### src/rtl/dm_access_ctrl.sv
// Data-memory access controller: turns EX_DM load/store controls into a
// req/ack memory transaction, stalls the pipeline, and forwards writeback data.
module dm_access_ctrl #(
  parameter int TIMEOUT = 15
) (
  input  logic        clk,
  input  logic        reset,
  input  logic        mem_read_in,
  input  logic        mem_write_in,
  input  logic [31:0] mem_addr_in,
  input  logic [31:0] write_data_in,
  input  logic [4:0]  rd_in,
  input  logic        reg_write_in,
  input  logic        mem_to_reg_in,
  output logic        dm_req,
  output logic        dm_we,
  output logic [31:0] dm_addr,
  output logic [31:0] dm_wdata,
  input  logic        dm_ack,
  input  logic [31:0] dm_rdata,
  output logic        stall,
  output logic [31:0] read_data_out,
  output logic [4:0]  rd_out,
  output logic        reg_write_out,
  output logic        mem_to_reg_out,
  output logic        access_err
);

  localparam logic [1:0] S_IDLE = 2'b00;
  localparam logic [1:0] S_REQ  = 2'b01;
  localparam logic [1:0] S_DONE = 2'b10;
  localparam logic [7:0] CNT_LAST = 8'(TIMEOUT - 1);

  logic [1:0] state_r;
  logic [1:0] state_nxt_s;
  logic [7:0] cnt_r;
  logic       access_s;
  logic       misaligned_s;
  logic       last_cnt_s;
  logic       stall_s;
  logic [4:0] lat_rd_r;
  logic       lat_reg_write_r;
  logic       lat_mem_to_reg_r;
  logic       lat_load_r;

  // Decode of the incoming EX_DM command and the timeout compare
  always_comb begin
    access_s     = mem_read_in | mem_write_in;
    misaligned_s = (mem_addr_in[1:0] != 2'b00);
    last_cnt_s   = (cnt_r == CNT_LAST);
  end

  // State register
  always_ff @(posedge clk or negedge reset) begin
    if (!reset) begin
      state_r <= S_IDLE;
    end else begin
      state_r <= state_nxt_s;
    end
  end

  // Next-state logic; the unused encoding falls back to IDLE
  always_comb begin
    state_nxt_s = S_IDLE;
    case (state_r)
      S_IDLE: begin
        if (access_s) begin
          if (misaligned_s) begin
            state_nxt_s = S_DONE;
          end else begin
            state_nxt_s = S_REQ;
          end
        end else begin
          state_nxt_s = S_IDLE;
        end
      end
      S_REQ: begin
        if (dm_ack || last_cnt_s) begin
          state_nxt_s = S_DONE;
        end else begin
          state_nxt_s = S_REQ;
        end
      end
      S_DONE:  state_nxt_s = S_IDLE;
      default: state_nxt_s = S_IDLE;
    endcase
  end

  // Stall output; gated by reset so it drops without waiting for an edge
  always_comb begin
    stall_s = 1'b0;
    case (state_r)
      S_IDLE:  stall_s = access_s;
      S_REQ:   stall_s = 1'b1;
      default: stall_s = 1'b0;
    endcase
    stall = stall_s & reset;
  end

  // Memory interface, latched command, counter and writeback outputs
  always_ff @(posedge clk or negedge reset) begin
    if (!reset) begin
      cnt_r            <= 8'd0;
      dm_req           <= 1'b0;
      dm_we            <= 1'b0;
      dm_addr          <= 32'd0;
      dm_wdata         <= 32'd0;
      lat_rd_r         <= 5'd0;
      lat_reg_write_r  <= 1'b0;
      lat_mem_to_reg_r <= 1'b0;
      lat_load_r       <= 1'b0;
      read_data_out    <= 32'd0;
      rd_out           <= 5'd0;
      reg_write_out    <= 1'b0;
      mem_to_reg_out   <= 1'b0;
      access_err       <= 1'b0;
    end else begin
      case (state_r)
        S_IDLE: begin
          read_data_out <= 32'd0;
          if (access_s) begin
            dm_addr          <= {mem_addr_in[31:2], 2'b00};
            dm_wdata         <= write_data_in;
            lat_rd_r         <= rd_in;
            lat_reg_write_r  <= reg_write_in;
            lat_mem_to_reg_r <= mem_to_reg_in;
            lat_load_r       <= mem_read_in & ~mem_write_in;
            cnt_r            <= 8'd0;
            if (misaligned_s) begin
              // No request: the DONE cycle presents the controls with the error
              rd_out         <= rd_in;
              reg_write_out  <= reg_write_in;
              mem_to_reg_out <= mem_to_reg_in;
              access_err     <= 1'b1;
            end else begin
              dm_req         <= 1'b1;
              dm_we          <= mem_write_in;
              rd_out         <= 5'd0;
              reg_write_out  <= 1'b0;
              mem_to_reg_out <= 1'b0;
              if (mem_read_in && mem_write_in) begin
                access_err <= 1'b1;
              end else begin
                access_err <= access_err;
              end
            end
          end else begin
            rd_out         <= rd_in;
            reg_write_out  <= reg_write_in;
            mem_to_reg_out <= mem_to_reg_in;
          end
        end
        S_REQ: begin
          if (dm_ack) begin
            dm_req         <= 1'b0;
            dm_we          <= 1'b0;
            rd_out         <= lat_rd_r;
            reg_write_out  <= lat_reg_write_r;
            mem_to_reg_out <= lat_mem_to_reg_r;
            read_data_out  <= lat_load_r ? dm_rdata : 32'd0;
          end else if (last_cnt_s) begin
            // Abort: suppress the writeback so no stale value lands in the RF
            dm_req         <= 1'b0;
            dm_we          <= 1'b0;
            rd_out         <= lat_rd_r;
            reg_write_out  <= 1'b0;
            mem_to_reg_out <= lat_mem_to_reg_r;
            read_data_out  <= 32'd0;
            access_err     <= 1'b1;
          end else begin
            cnt_r <= cnt_r + 8'd1;
          end
        end
        default: begin
          rd_out         <= 5'd0;
          reg_write_out  <= 1'b0;
          mem_to_reg_out <= 1'b0;
          read_data_out  <= 32'd0;
        end
      endcase
    end
  end

endmodule

### config.mk
export PLATFORM = sky130hd
export DESIGN_NAME = dm_access_ctrl
export DESIGN_NICKNAME = d
export VERILOG_FILES = /design/src/rtl/dm_access_ctrl.sv
export SDC_FILE = /design/constraint.sdc
export NUM_CORES = 1
export LEC_CHECK = 0
export CORE_ASPECT_RATIO = 1.5
export CORE_MARGIN = 2
export CORE_UTILIZATION = 38
export DETAILED_ROUTE_END_ITERATION = 8
export PLACE_DENSITY = 0.84
export SLEW_MARGIN = 30
export SYNTH_ARGS = -nofsm -noshare
export SYNTH_HDL_FRONTEND = slang
export SYNTH_SLANG_ARGS = --single-unit
### constraint.sdc
create_clock -name clk -period 2 [get_ports clk]
set_clock_uncertainty 0.1 [all_clocks]
set_input_delay 0.4 -clock clk [delete_from_list [all_inputs] [get_ports clk]]
set_output_delay 0.4 -clock clk [all_outputs]
set_load 0.01 [all_outputs]
==> metrics.txt <==
# TYPE chip_impl_metric gauge
chip_impl_info{name="run_status",value="complete, but fails checks"} 1
chip_impl_info{name="violations",value="setup timing"} 1
chip_impl_metric{name="worst_ep_arrival_time",unit="ns"} 2.24
chip_impl_info{name="worst_r2r_endpoint",value="read_data_out[22]"} 1
chip_impl_info{name="setup_repair_after_global_routing_missed_its_margin",value="true"} 1
chip_impl_metric{name="internal-power",unit="W"} 0.00658
chip_impl_metric{name="viasPerCell",unit=""} 4.90
chip_impl_metric{name="grt_overflow_total",unit=""} 0
chip_impl_info{name="setup.worst_path.end_class",value="flop"} 1
chip_impl_metric{name="antenna_found_initial",unit=""} 0
chip_impl_metric{name="synth_seq_area_share",unit="%"} 63.5
chip_impl_metric{name="gp_congestion",unit=""} 0.797
chip_impl_metric{name="post_cts_hold_buffer_count",unit=""} 0
chip_impl_metric{name="cap_violations",unit=""} 0
chip_impl_metric{name="final_nets",unit=""} 815
chip_impl_metric{name="ios",unit=""} 215
chip_impl_metric{name="vias",unit=""} 4282
chip_impl_metric{name="worst-r2r-cell-count",unit=""} 6
chip_impl_metric{name="timing.fmax",unit="GHz"} 0.487
chip_impl_metric{name="pwr_density_cell",unit="nW/um^2"} 1180
chip_impl_metric{name="path_max_fanout",unit=""} 8
chip_impl_metric{name="number_of_non_filler_instances_in_the_completed_layout",unit=""} 874
chip_impl_metric{name="share_comb_of_total_power",unit="%"} 30.0
chip_impl_metric{name="maximum_number_of_pins_on_one_net_before_global_route_repair",unit=""} 123
chip_impl_metric{name="setup_viol",unit=""} 39
chip_impl_metric{name="numPortBuffers",unit=""} 212
chip_impl_metric{name="mean_routed_wirelength_per_cell",unit="microns"} 15.0
chip_impl_metric{name="firstDrtPassIters",unit=""} 4
chip_impl_metric{name="clockPowerShare",unit="%"} 33.3
chip_impl_info{name="mostFrequentLayoutCell",value="sky130_fd_sc_hd__nand2_1"} 1
chip_impl_metric{name="power.share.switching",unit="%"} 29.7
chip_impl_metric{name="synth_cell_type_count",unit=""} 36
chip_impl_metric{name="final.setup.worst_slack",unit="ns"} -0.0547
chip_impl_info{name="rr_startpoint",value="cnt_r[0]"} 1
chip_impl_metric{name="netSwitchingPower",unit="W"} 0.00278
chip_impl_metric{name="maxSlewViolCount",unit=""} 0
chip_impl_metric{name="postLayoutCellArea",unit="sq um"} 7910
chip_impl_metric{name="placedInstanceArea",unit="sq um"} 7270
chip_impl_info{name="timing_worst_setup_path_type",value="flop to flop"} 1
chip_impl_metric{name="drive_above_1_share",unit="%"} 10.3
chip_impl_metric{name="synth.ff_latch_count",unit=""} 122
chip_impl_info{name="tritoncts",value="done"} 1
chip_impl_metric{name="cts_buffers",unit=""} 17
chip_impl_metric{name="avgSynthCellArea",unit="sq um"} 10.2
chip_impl_info{name="top_library_cells_by_usage_in_the_layout_fill_and_taps_aside",value="218 x sky130_fd_sc_hd__nand2_1, 210 x sky130_fd_sc_hd__clkdlybuf4s50_1, 122 x sky130_fd_sc_hd__dfrtp_1"} 1
chip_impl_metric{name="floorplan.die.height",unit="microns"} 142
chip_impl_metric{name="clock_tree.htree_level_count",unit=""} 4
chip_impl_metric{name="leakagePower",unit="nW"} 3.73
chip_impl_metric{name="die_w",unit="microns"} 95.8
chip_impl_metric{name="dp_cells",unit=""} 841
chip_impl_metric{name="grtUsageTotal",unit="%"} 19.7
chip_impl_metric{name="flow.area_growth_from_synthesis",unit="%"} 64.7
chip_impl_metric{name="dr.first_iter.drc_count",unit=""} 147
chip_impl_metric{name="seq_power_share",unit="%"} 36.6
chip_impl_metric{name="rows",unit=""} 50
chip_impl_metric{name="total_power",unit="W"} 0.00935
chip_impl_info{name="clock-root-buffer",value="sky130_fd_sc_hd__clkbuf_16"} 1
chip_impl_metric{name="cts_max_path_buffers",unit=""} 2
chip_impl_metric{name="worst-r2r-setup-slack",unit="ns"} -0.05
chip_impl_info{name="worst_hold_path_type",value="primary input to asynchronous set/reset pin"} 1
chip_impl_metric{name="final_period_minus_worst_setup_slack",unit="ns"} 2.05
chip_impl_metric{name="worstMarginPinSlew",unit="ns"} 0.633
chip_impl_metric{name="initial_utilization",unit="%"} 38.8
chip_impl_metric{name="antennaDiodeCount",unit=""} 0
chip_impl_metric{name="clk-insertion-delay-late",unit="ns"} 0.40
chip_impl_metric{name="post-dp-hpwl",unit="microns"} 9340
chip_impl_metric{name="path_clk_slew",unit="ns"} 0.05
chip_impl_metric{name="clock-sinks",unit=""} 122
chip_impl_metric{name="fp.dieArea",unit="sq um"} 13600
chip_impl_metric{name="syn_inst",unit=""} 473
chip_impl_metric{name="grt_pass1_vias",unit=""} 4489
chip_impl_metric{name="fp.coreArea",unit="sq um"} 12400
chip_impl_metric{name="fin_hold_ws",unit="ns"} 0.0155
chip_impl_metric{name="finalHoldViolations",unit=""} 0
chip_impl_info{name="start_kind",value="flop"} 1
chip_impl_metric{name="max_slew_margin",unit="%"} 57.8
chip_impl_metric{name="drc",unit=""} 0
chip_impl_metric{name="number_of_warnings_printed_during_yosys_synthesis",unit=""} 0
chip_impl_metric{name="drt-total-wl",unit="microns"} 13100
chip_impl_metric{name="drt_antenna_net_count",unit=""} 0
chip_impl_metric{name="final_min_period_over_clock_period",unit="%"} 103
chip_impl_metric{name="worstPathRequired",unit="ns"} 2.19
chip_impl_metric{name="syn_area",unit="sq um"} 4800
chip_impl_metric{name="pre_cts_ws",unit="ns"} -0.192
chip_impl_metric{name="grt_pass1_wl",unit="microns"} 20900
chip_impl_metric{name="irDropWorstVdd",unit="uV"} 589
## cells in the mapped netlist (all sizes together)
master / n / share of area, %
nor2: 17 / 1.3
a41oi: 1 / 0.18
clkbuf: 19 / 1.5
o31ai: 1 / 0.26
dfrtp: 122 / 64
a221oi: 6 / 1.9
a21oi: 5 / 0.52
or3b: 1 / 0.18
conb: 1 / 0.078
nor4: 2 / 0.26
xnor2: 2 / 0.36
a31oi: 3 / 0.39
nand3: 4 / 0.42
buf: 8 / 1.4
nand2: 218 / 17
a22o: 33 / 6.0
ha: 2 / 0.52
inv: 1 / 0.078
or4b: 1 / 0.29
nor3: 4 / 0.42
o21ai: 8 / 0.83
mux2i: 1 / 0.21
a32o: 1 / 0.21
nor2b: 1 / 0.13
o31a: 2 / 0.55
nand2b: 3 / 0.39
nand4: 1 / 0.13
a21bo: 1 / 0.21
and3: 2 / 0.26
nor3b: 2 / 0.42
## layout make-up
| type | count | area, sq um |
|---|---|---|
| clock buffers | 19 | 443 |
| clock inverters | 13 | 169 |
| fillers | 954 | 4470 |
| inverters | 1 | 3.75 |
| multi-input cells | 324 | 1650 |
| flip-flops and latches | 122 | 3050 |
| well taps | 156 | 195 |
| repair buffers | 239 | 2400 |
## worst max-delay path, stage by stage (launching register included)
cell,delay [ns]
sky130_fd_sc_hd__dfrtp_1,0.38
sky130_fd_sc_hd__inv_1,0.06
sky130_fd_sc_hd__ha_1,0.14
sky130_fd_sc_hd__or4b_4,0.48
sky130_fd_sc_hd__o31a_4,0.36
sky130_fd_sc_hd__buf_4,0.18
sky130_fd_sc_hd__a22o_1,0.23
## worst max-delay path by stage
stage                            start                end  slack, ns
after floorplan               cnt_r[0]   read_data_out[0]       0.05
after global placement    mem_write_in              stall      -0.19
after detailed placement  mem_write_in              stall      -0.19
after CTS                     cnt_r[0]  read_data_out[26]      -0.05
after global routing          cnt_r[0]     mem_to_reg_out      -0.11
final                         cnt_r[0]  read_data_out[22]      -0.05
## cells by family after synthesis
| group | count (synthesis) | synth area share [%] |
|---|---|---|
| XOR/XNOR | 2 | 0.365 |
| multiplexers | 1 | 0.208 |
| AO/OA/AOI/OAI | 61 | 11.0 |
| other | 1 | 0.0781 |
| flip-flops | 122 | 63.5 |
| buffers and inverters | 28 | 2.99 |
| adder cells (fa/ha/maj) | 2 | 0.521 |
| AND/OR/NAND/NOR | 256 | 21.3 |
## repair_timing
action / in CTS / in global routing
pin swaps: 0 / 0
buffers inserted: 1 / 0
gates resized for setup: 1 / 5
endpoints found under the hold margin: 0 / 0
endpoints found under the setup margin: 40 / 43
## through the flow
| step | utilization, % | setup TNS [ns] |
|---|---|---|
| after CTS | 63.7 | -1.46 |
| after detailed placement | 58.7 | -2.08 |
| after global placement | 58.7 | -0.392 |
| final | 63.9 | -1.50 |
| after floorplan | - | 0 |
| after global routing | 63.9 | -3.48 |
## per-layer routing
layer | GRT usage (%) | part of all wire, % | up-vias
li1 | - | - | 2017
met5 | 0 | 0 | -
met3 | 6.21 | 6.5 | 21
met1 | 22.6 | 38 | 2092
met4 | 8.72 | 2.3 | 0
met2 | 33.4 | 53 | 152
## sequential cells by signal (all words and copies together), names as in the netlist
name,cells
rd_out,5
state_r,2
read_data_out,32
dm_we,1
reg_write_out,1
lat_load_r,1
lat_rd_r,5
cnt_r,8
dm_req,1
access_err,1
dm_wdata,32
dm_addr,30
lat_mem_to_reg_r,1
lat_reg_write_r,1
mem_to_reg_out,1
## power by group through the flow
stage / registers (W) / logic, W / clock network, W
2_1_floorplan: 0.00367 / 0.000826 / 0
3_3_place_gp: 0.00341 / 0.00274 / 0
3_5_place_dp: 0.00345 / 0.00282 / 0
4_1_cts: 0.00343 / 0.00284 / 0.00318
5_1_grt: 0.00349 / 0.00306 / 0.00330
6_report: 0.00343 / 0.00281 / 0.00312
Note: power is estimated with default switching activity, not from simulation.
